[src/rtl/led_gradient_streamer_pkg.sv]
// Shared types and elaboration helpers for the LED gradient streamer.
package led_gradient_streamer_pkg;

  typedef enum logic [1:0] {ST_IDLE, ST_EMIT, ST_NEED_MS} state_e;

  // Enough milestones that m+1 stays in range for every LED at every phase.
  function automatic int milestones(input int leds, input int interp_log2);
    return ((leds + 2 * (1 << interp_log2) - 2) >> interp_log2) + 1;
  endfunction

  function automatic int ch_lsb(input int c, input int cbits);
    return c * cbits;
  endfunction

endpackage

[src/rtl/led_gamma_sq.sv]
// Square-law gamma: keeps the upper half of v*v.
module led_gamma_sq #(
  parameter int CBITS = 8
) (
  input  logic [CBITS-1:0] v_i,
  output logic [CBITS-1:0] g_o
);

  logic [2*CBITS-1:0] sq;
  logic               unused_lo;

  assign sq        = {{CBITS{1'b0}}, v_i} * {{CBITS{1'b0}}, v_i};
  assign g_o       = sq[2*CBITS-1:CBITS];
  assign unused_lo = ^sq[CBITS-1:0];

endmodule

[src/rtl/led_gradient_streamer.sv]
// Interpolates a frame of LED colours from a milestone store and streams it
// out one channel byte at a time over a valid/ready handshake.
module led_gradient_streamer
  import led_gradient_streamer_pkg::*;
#(
  parameter int LEDS        = 40,
  parameter int INTERP_LOG2 = 3,
  parameter int CHANNELS    = 3,
  parameter int CBITS       = 8,
  parameter int GAMMA       = 1
) (
  input  logic                      CLK,
  input  logic                      rst,
  input  logic                      frame_start,
  input  logic                      dir,
  input  logic                      ms_valid,
  output logic                      ms_ready,
  input  logic [CHANNELS*CBITS-1:0] ms_data,
  output logic                      out_valid,
  input  logic                      out_ready,
  output logic [CBITS-1:0]          out_data,
  output logic                      out_last,
  output logic                      busy
);

  localparam int INTERP = 1 << INTERP_LOG2;
  localparam int MS     = milestones(LEDS, INTERP_LOG2);
  localparam int PIXW   = CHANNELS * CBITS;
  localparam int LW     = (LEDS > 1) ? $clog2(LEDS) : 1;
  localparam int CW     = (CHANNELS > 1) ? $clog2(CHANNELS) : 1;
  localparam int PW     = $clog2(LEDS + INTERP) + 1;
  localparam int IW     = CBITS + INTERP_LOG2 + 1;
  localparam logic [INTERP_LOG2-1:0] PH_MAX = '1;

  state_e                   state_q, state_d;
  logic                     dir_q, dir_d;
  logic [LW-1:0]            led_q, led_d;
  logic [CW-1:0]            ch_q, ch_d;
  logic                     done_q, done_d;
  logic [INTERP_LOG2-1:0]   phase_q, phase_d;
  logic [MS-1:0][PIXW-1:0]  store_q, store_d;
  logic                     ov_q, ov_d;
  logic [CBITS-1:0]         od_q, od_d;
  logic                     ol_q, ol_d;

  logic [PW-1:0]            j, p, m0, m1;
  logic [INTERP_LOG2-1:0]   f;
  logic [PIXW-1:0]          px_lo, px_hi;
  logic [CBITS-1:0]         c_lo, c_hi, v, g;
  logic [IW-1:0]            acc;
  logic                     unused_acc;
  logic                     last_ch, last_led, take;

  // Interpolation datapath for the byte addressed by led_q/ch_q.
  always_comb begin
    j  = dir_q ? (PW'(LEDS - 1) - PW'(led_q)) : PW'(led_q);
    p  = j + PW'(phase_q);
    m0 = p >> INTERP_LOG2;
    m1 = m0 + PW'(1);
    f  = p[INTERP_LOG2-1:0];
    px_lo = '0;
    px_hi = '0;
    for (int k = 0; k < MS; k++) begin
      if (m0 == PW'(k)) px_lo = store_q[k];
      if (m1 == PW'(k)) px_hi = store_q[k];
    end
    c_lo = '0;
    c_hi = '0;
    for (int c = 0; c < CHANNELS; c++) begin
      if (ch_q == CW'(c)) begin
        c_lo = px_lo[ch_lsb(c, CBITS) +: CBITS];
        c_hi = px_hi[ch_lsb(c, CBITS) +: CBITS];
      end
    end
    acc = IW'(c_hi) * IW'(f) + IW'(c_lo) * (IW'(INTERP) - IW'(f));
    v   = acc[INTERP_LOG2 +: CBITS];
  end

  assign unused_acc = ^{acc[IW-1], acc[INTERP_LOG2-1:0]};

  generate
    if (GAMMA != 0) begin : g_gamma
      led_gamma_sq #(.CBITS(CBITS)) u_gamma (.v_i(v), .g_o(g));
    end else begin : g_bypass
      assign g = v;
    end
  endgenerate

  always_comb begin
    state_d  = state_q;
    dir_d    = dir_q;
    led_d    = led_q;
    ch_d     = ch_q;
    done_d   = done_q;
    phase_d  = phase_q;
    store_d  = store_q;
    ov_d     = ov_q;
    od_d     = od_q;
    ol_d     = ol_q;
    last_ch  = (ch_q == CW'(CHANNELS - 1));
    last_led = (led_q == LW'(LEDS - 1));
    take     = ov_q && out_ready;
    case (state_q)
      ST_IDLE: begin
        if (frame_start) begin
          state_d = ST_EMIT;
          dir_d   = dir;
          led_d   = '0;
          ch_d    = '0;
          done_d  = 1'b0;
        end
      end
      ST_EMIT: begin
        if (!ov_q || out_ready) begin
          if (!done_q) begin
            ov_d = 1'b1;
            od_d = g;
            ol_d = last_ch && last_led;
            if (last_ch) begin
              ch_d = '0;
              if (last_led) done_d = 1'b1;
              else          led_d  = led_q + LW'(1);
            end else begin
              ch_d = ch_q + CW'(1);
            end
          end else begin
            ov_d = 1'b0;
            ol_d = 1'b0;
          end
        end
        if (take && ol_q) begin
          if (phase_q == PH_MAX) begin
            state_d = ST_NEED_MS;
          end else begin
            phase_d = phase_q + INTERP_LOG2'(1);
            state_d = ST_IDLE;
          end
        end
      end
      ST_NEED_MS: begin
        if (ms_valid) begin
          for (int k = 0; k < MS - 1; k++) store_d[k] = store_q[k+1];
          store_d[MS-1] = ms_data;
          phase_d       = '0;
          state_d       = ST_IDLE;
        end
      end
      default: state_d = ST_IDLE;
    endcase
  end

  always_ff @(posedge CLK) begin
    if (rst) begin
      state_q <= ST_IDLE;
      dir_q   <= 1'b0;
      led_q   <= '0;
      ch_q    <= '0;
      done_q  <= 1'b0;
      phase_q <= '0;
      store_q <= '0;
      ov_q    <= 1'b0;
      od_q    <= '0;
      ol_q    <= 1'b0;
    end else begin
      state_q <= state_d;
      dir_q   <= dir_d;
      led_q   <= led_d;
      ch_q    <= ch_d;
      done_q  <= done_d;
      phase_q <= phase_d;
      store_q <= store_d;
      ov_q    <= ov_d;
      od_q    <= od_d;
      ol_q    <= ol_d;
    end
  end

  assign out_valid = ov_q;
  assign out_data  = od_q;
  assign out_last  = ol_q;
  assign ms_ready  = (state_q == ST_NEED_MS);
  assign busy      = (state_q != ST_IDLE);

endmodule

[config.mk]
export PLATFORM = sky130hd
export DESIGN_NAME = led_gradient_streamer
export DESIGN_NICKNAME = d
export VERILOG_FILES = /design/src/rtl/led_gradient_streamer_pkg.sv /design/src/rtl/led_gamma_sq.sv /design/src/rtl/led_gradient_streamer.sv
export SDC_FILE = /design/constraint.sdc
export NUM_CORES = 1
export LEC_CHECK = 0
export CAP_MARGIN = 10
export CORE_UTILIZATION = 50
export CTS_CLUSTER_DIAMETER = 30
export DETAILED_ROUTE_END_ITERATION = 16
export PLACE_DENSITY_LB_ADDON = 0.15
export SLEW_MARGIN = 5
export SYNTH_ARGS = -nofsm -noshare
export SYNTH_HDL_FRONTEND = slang
export SYNTH_SLANG_ARGS = --single-unit
[constraint.sdc]
create_clock -name CLK -period 13.8 [get_ports CLK]
set_input_delay 2.76 -clock CLK [delete_from_list [all_inputs] [get_ports CLK]]
set_output_delay 2.76 -clock CLK [all_outputs]
set_load 0.01 [all_outputs]
# Word level (Yosys, flattened, before mapping)
# Index checks and enable logic that the tools add are counted.
# op_classes
n_addsub,8
multipliers,3
div_mod_pow,0
magnitude_cmp,0
n_eq_ne,26
shift,0
n_mux,49
bitwise_logic,1
reduce_logical,21
# ops
op,n
$mux W24,14
$mux W8,6
$mux W6,5
$mul A8 B8 Y16,1
$mux W2,8
$ne A2 B2 Y1 const B,8
$eq A5 B3 Y1 const B,3
$logic_not A7 Y1,2
$eq A4 B3 Y1 const B,3
$pmux W6 S2,1
$add A11 B11 Y11,1
$mul A8 B3 Y11,1
$mul A9 B5 Y11,1
$eq A5 B2 Y1 const B,2
$mux W3,3
$reduce_and A3 Y1,3
$eq A4 B2 Y1 const B,2
$reduce_and A4 Y1,2
$add A7 B3 Y7,1
$mux W1,7
$mux W7,1
$sub A6 B6 Y7 const A,1
$add A6 B1 Y6 const B,1
$eq A6 B6 Y1 const B,1
21 further kinds,30
# totals
reg_bits,193
latch_bits,0
ram_bits,0
rom_bits,0
in_bits,30
output_inout_bits,12
wordCells,124
n_memories,0

# Depth between registers and ports, before layout
# logic_depth
ltp_word,18
ltp_mapped,55
mapped_depth_nobuf,51

# Cells and area by module
# A second synthesis with hierarchy kept.
# hier_totals
cells_unflattened,1753
area_unflattened_um2,13346.6
# by_module_without_submodules
mod,n_inst,cells_per_inst,area_per_inst_um2,seq_area_each_um2
led_gradient_streamer,1,1563,11746.3,3863.7
led_gamma_sq,1,190,1600.3,0.0

# Least setup slack after synthesis
# OpenSTA, ideal clock, no wires.
# synth_timing
kind,register -> register
start,register dir_q
end,register od_q[7] (netlist: out_data[7])
setup_ns,0.136
arrival_time_ns,11.864
required_time_ns,13.664
slack_ns,1.800
stages_incl_launch_ff,52
path_buffers,4
synth_period_minus_slack_ns,12.000
path_cell_list,dfxtp_1 > buf_2 > xor2_1 > ha_1 > inv_1 > fa_1 > nor2b_1 > o21a_1 > xnor2_2 > buf_2 > buf_2 > buf_2 > mux2i_1 > o21ai_0 > a221oi_1 > o21ai_0 > a2bb2oi_1 > nor2_1 > [... 16 more ...] > xnor2_1 > or3_1 > nand2_1 > nor2_1 > fa_1 > fa_1 > fa_1 > inv_1 > fa_1 > inv_1 > ha_1 > or2_2 > a21oi_1 > nor3_1 > a2111oi_0 > a21oi_1 > a21oi_1 > o211ai_1
# synth_between
elab_chain_cells,17
elab_cells_between_ends,42
cone_classes,add/sub: 4; mul: 3; eq/ne: 12; mux: 21; reduce/logical: 2
# synth_lines
item,line_no,rtl
start: declaration,led_gradient_streamer.sv:36,"logic dir_q, dir_d;"
start signal: assignment,led_gradient_streamer.sv:166,dir_q <= dir_d;
$mux W7 (*),led_gradient_streamer.sv:56,j = dir_q ? (PW'(LEDS - 1) - PW'(led_q)) : PW'(led_q);
$add A7 B3 Y7 (*),led_gradient_streamer.sv:57,p = j + PW'(phase_q);
$add A4 B1 Y5,led_gradient_streamer.sv:59,m1 = m0 + PW'(1);
$logic_not A7 Y1,led_gradient_streamer.sv:65,if (m1 == PW'(k)) px_hi = store_q[k];
$mux W24 (7 in a row),led_gradient_streamer.sv:65,
$mux W8 (3 in a row),led_gradient_streamer.sv:70,if (ch_q == CW'(c)) begin
$mul A8 B3 Y11,led_gradient_streamer.sv:75,acc = IW'(c_hi) * IW'(f) + IW'(c_lo) * (IW'(INTERP) - IW'(f));
$add A11 B11 Y11 (*),led_gradient_streamer.sv:75,
$mul A8 B8 Y16 (*),led_gamma_sq.sv:12,"assign sq = {{CBITS{1'b0}}, v_i} * {{CBITS{1'b0}}, v_i};"
end signal: assignment,led_gradient_streamer.sv:162,od_q <= '0;
end signal: assignment,led_gradient_streamer.sv:173,od_q <= od_d;
end: declaration,led_gradient_streamer.sv:43,"logic [CBITS-1:0] od_q, od_d;"
# Every way passes the cells marked *; elsewhere a longest branch is shown, timed or not.
# A chain may end at the register's enable or synchronous reset.

# Worst setup path in the final report
# Ends and elaborated chain as after synthesis.

==> flow_summary.toml <==
[detailed_routing]
num_vias = 11618
first_pass_iters = 5
wire_per_inst_microns = 17.1
first_iter_violations = 1266
finalWirelength_mm = 34.5
antenna_left = 0
drc = 0
vias_per_cell = 5.76

[clock_tree]
clkLatencyLatePin_ns = 0.45
clkSlewWorstSetupHoldPaths_ns = 0.08
htreeDepth = 4
cts_buffers = 17
cts.repair.resized = 0
holdBufCountCts = 0
clock-sinks = 193
clockBufferDepth = 2
cts_setup_buffers = 0
cts_tree = "yes"
cts_root_buf = "clkbuf_16"

[timing]
setup_ws_ns = 0.907
hold_viol = 0
fin_crit_ns = 12.89
grt_setup_unrepaired = "false"
maxSlewViolCount = 0
period_share_pct = 93.4
fmax_ghz = 0.0776
setup_viol = 0
setup_tns_ns = 0
whs_ns = 0.449
slew_headroom_pct = 30.1
worstMarginPinSlew_ns = 1.05
skew_ns = 0.0107

[layout]
layout.nets = 1822
design_area_sq_um = 14100
stdcell_count = 2016
layout-drive-gt1-share_pct = 5.22
diodes = 0
syn2layout_area_growth_pct = 9.27

[critical_path]
endpoint_kind = "flip-flop"
cp.arrival_ns = 13.21
crit_top_cell = "fa_1"
path_max_fanout = 54
reg2regPathDepth = 50
critical_path.max_stage_delay_ns = 0.60
critical-path-top-delay-family = "adder cells"
rr_startpoint = "dir_q"
reg2reg_to = "out_data[7]"
required_ns = 14.11
slowest_stage = "dfxtp_1"
worst-path-buf-inv = 9
r2r_slack_ns = 0.91
crit_path_start_kind = "flip-flop"
critical_path_class = "reg2reg"

[grt]
grt_max_degree = 124
grt_pass1_vias = 10640
antenna_found_initial = 0
grt_overflow = 0
grt_usage_pct = 26.5
grt_pass1_wl_mm = 55.7

[floorplan]
die_h_microns = 163
ios = 42
die_area_sq_um = 26400
initial_core_util_pct = 51.1
design.core.area_sq_um = 25300
num_rows = 58
die_w_microns = 163

[min_path]
hold_depth = 2
min_path_type = "reg2reg"
min_to = "out_data[1]"
hold_start = "out_data[1]"

[yosys]
synth_flop_cell = "dfxtp_1"
synth_seq_cells = 193
netlist.top_cell.by_area = "dfxtp_1"
synth_common_cells = "nand2_1 (441), a21oi_1 (210), dfxtp_1 (193)"
synth.net_count = 1854
synthesis.area_sq_um = 12900
synth_area_per_cell_sq_um = 7.57
yosysWarnings = 0
synth_top_area_share_pct = 30.0
synthTopCellsByArea = "dfxtp_1 (30%), nand2_1 (13%), fa_1 (9.2%)"
synth_edf_count = 0
ys_types = 67
syn_inst = 1705
synth-seq-area-share_pct = 30.0
synth-async-reset-ratio_pct = 0
yosysMostFrequentCell = "nand2_1"

[placement]
gp_congestion = 0.885
post_dp_cell_area_sq_um = 13500
dp_hpwl_mm = 23.1
pre_cts_ws_ns = 0.819
port_buffers = 41
dp.cells = 1984

[power]
p_per_area_nw_per_um2 = 119
p_leak_nw = 5.60
peakVddDrop_mv = 0.106

[outcome]
outcome = "completed"

[job]
max_cap_viol_count = 0
tightest hold or removal path: stages, from the launching register on:
cell     delay [ns]
dfxtp_1        0.31
nand2_1        0.05
a21oi_1        0.05
metal layers:
metal	global-route usage (%)	vias up	wire length, microns
li1	-	5706	-
met1	38.1	5542	16300
met2	41.2	342	15400
met3	4.48	28	2370
met4	6.33	0	335
met5	0	-	0
worst max-delay path by stage:
stage / from / end / slack, ns / cells after the start
finish: dir_q / out_data[7] / 0.91 / 50
global route: dir_q / out_data[7] / 0.002 / 50
CTS: dir_q / out_data[7] / 0.78 / 50
detailed placement: dir_q / out_data[7] / 0.82 / 50
global placement: dir_q / out_data[7] / 1.10 / 50
floorplan: dir_q / out_data[7] / 1.80 / 51
sequential cells by signal, summed over array words and instances (netlist names):
register / cells
store_q: 168
out_data: 8
led_q: 6
phase_q: 3
ch_q: 2
state_q: 2
dir_q: 1
done_q: 1
out_last: 1
out_valid: 1
placed cells by master (no fill, tap or decap), types with 40 or more instances in the layout:
| cell | synthesis | layout |
|---|---|---|
| a21oi_1 | 210 | 210 |
| clkdlybuf4s50_1 | 0 | 40 |
| dfxtp_1 | 193 | 193 |
| fa_1 | 59 | 59 |
| ha_1 | 60 | 60 |
| inv_1 | 95 | 95 |
| mux2i_1 | 54 | 54 |
| nand2_1 | 441 | 440 |
| nor2_1 | 105 | 104 |
| o21ai_0 | 78 | 78 |
stage by stage:
stage                     power [W]  util [%]
after floorplan             0.00106         -
after global placement      0.00119      53.5
after detailed placement    0.00120      53.5
after CTS                   0.00170      55.8
after global routing        0.00181      55.8
final                       0.00168      55.8
power breakdown:
| group | switching (W) | internal, W | leakage [nW] |
|---|---|---|---|
| sequential | 0.00000427 | 0.000562 | 1.56 |
| clock | 0.000249 | 0.000245 | 0.281 |
| combinational | 0.000359 | 0.000261 | 3.76 |
| total | 0.000613 | 0.00107 | 5.60 |
layout make-up:
class	count	area [sq um]
clock buffer	18	439
clock inverter	14	141
fill	2368	11200
sequential	193	3860
timing repair buffer	65	617
tap	330	413
inverter	96	360
multi-input combinational	1300	8260
cell families after synthesis:
logic type	share of synthesized area [%]
buf+inv	6.34
mux	4.54
simple gates	20.8
compound gates	21.3
fa+ha+maj	15.0
flops	30.0
xor+xnor	2.10
(Power assumes the default switching activity.)
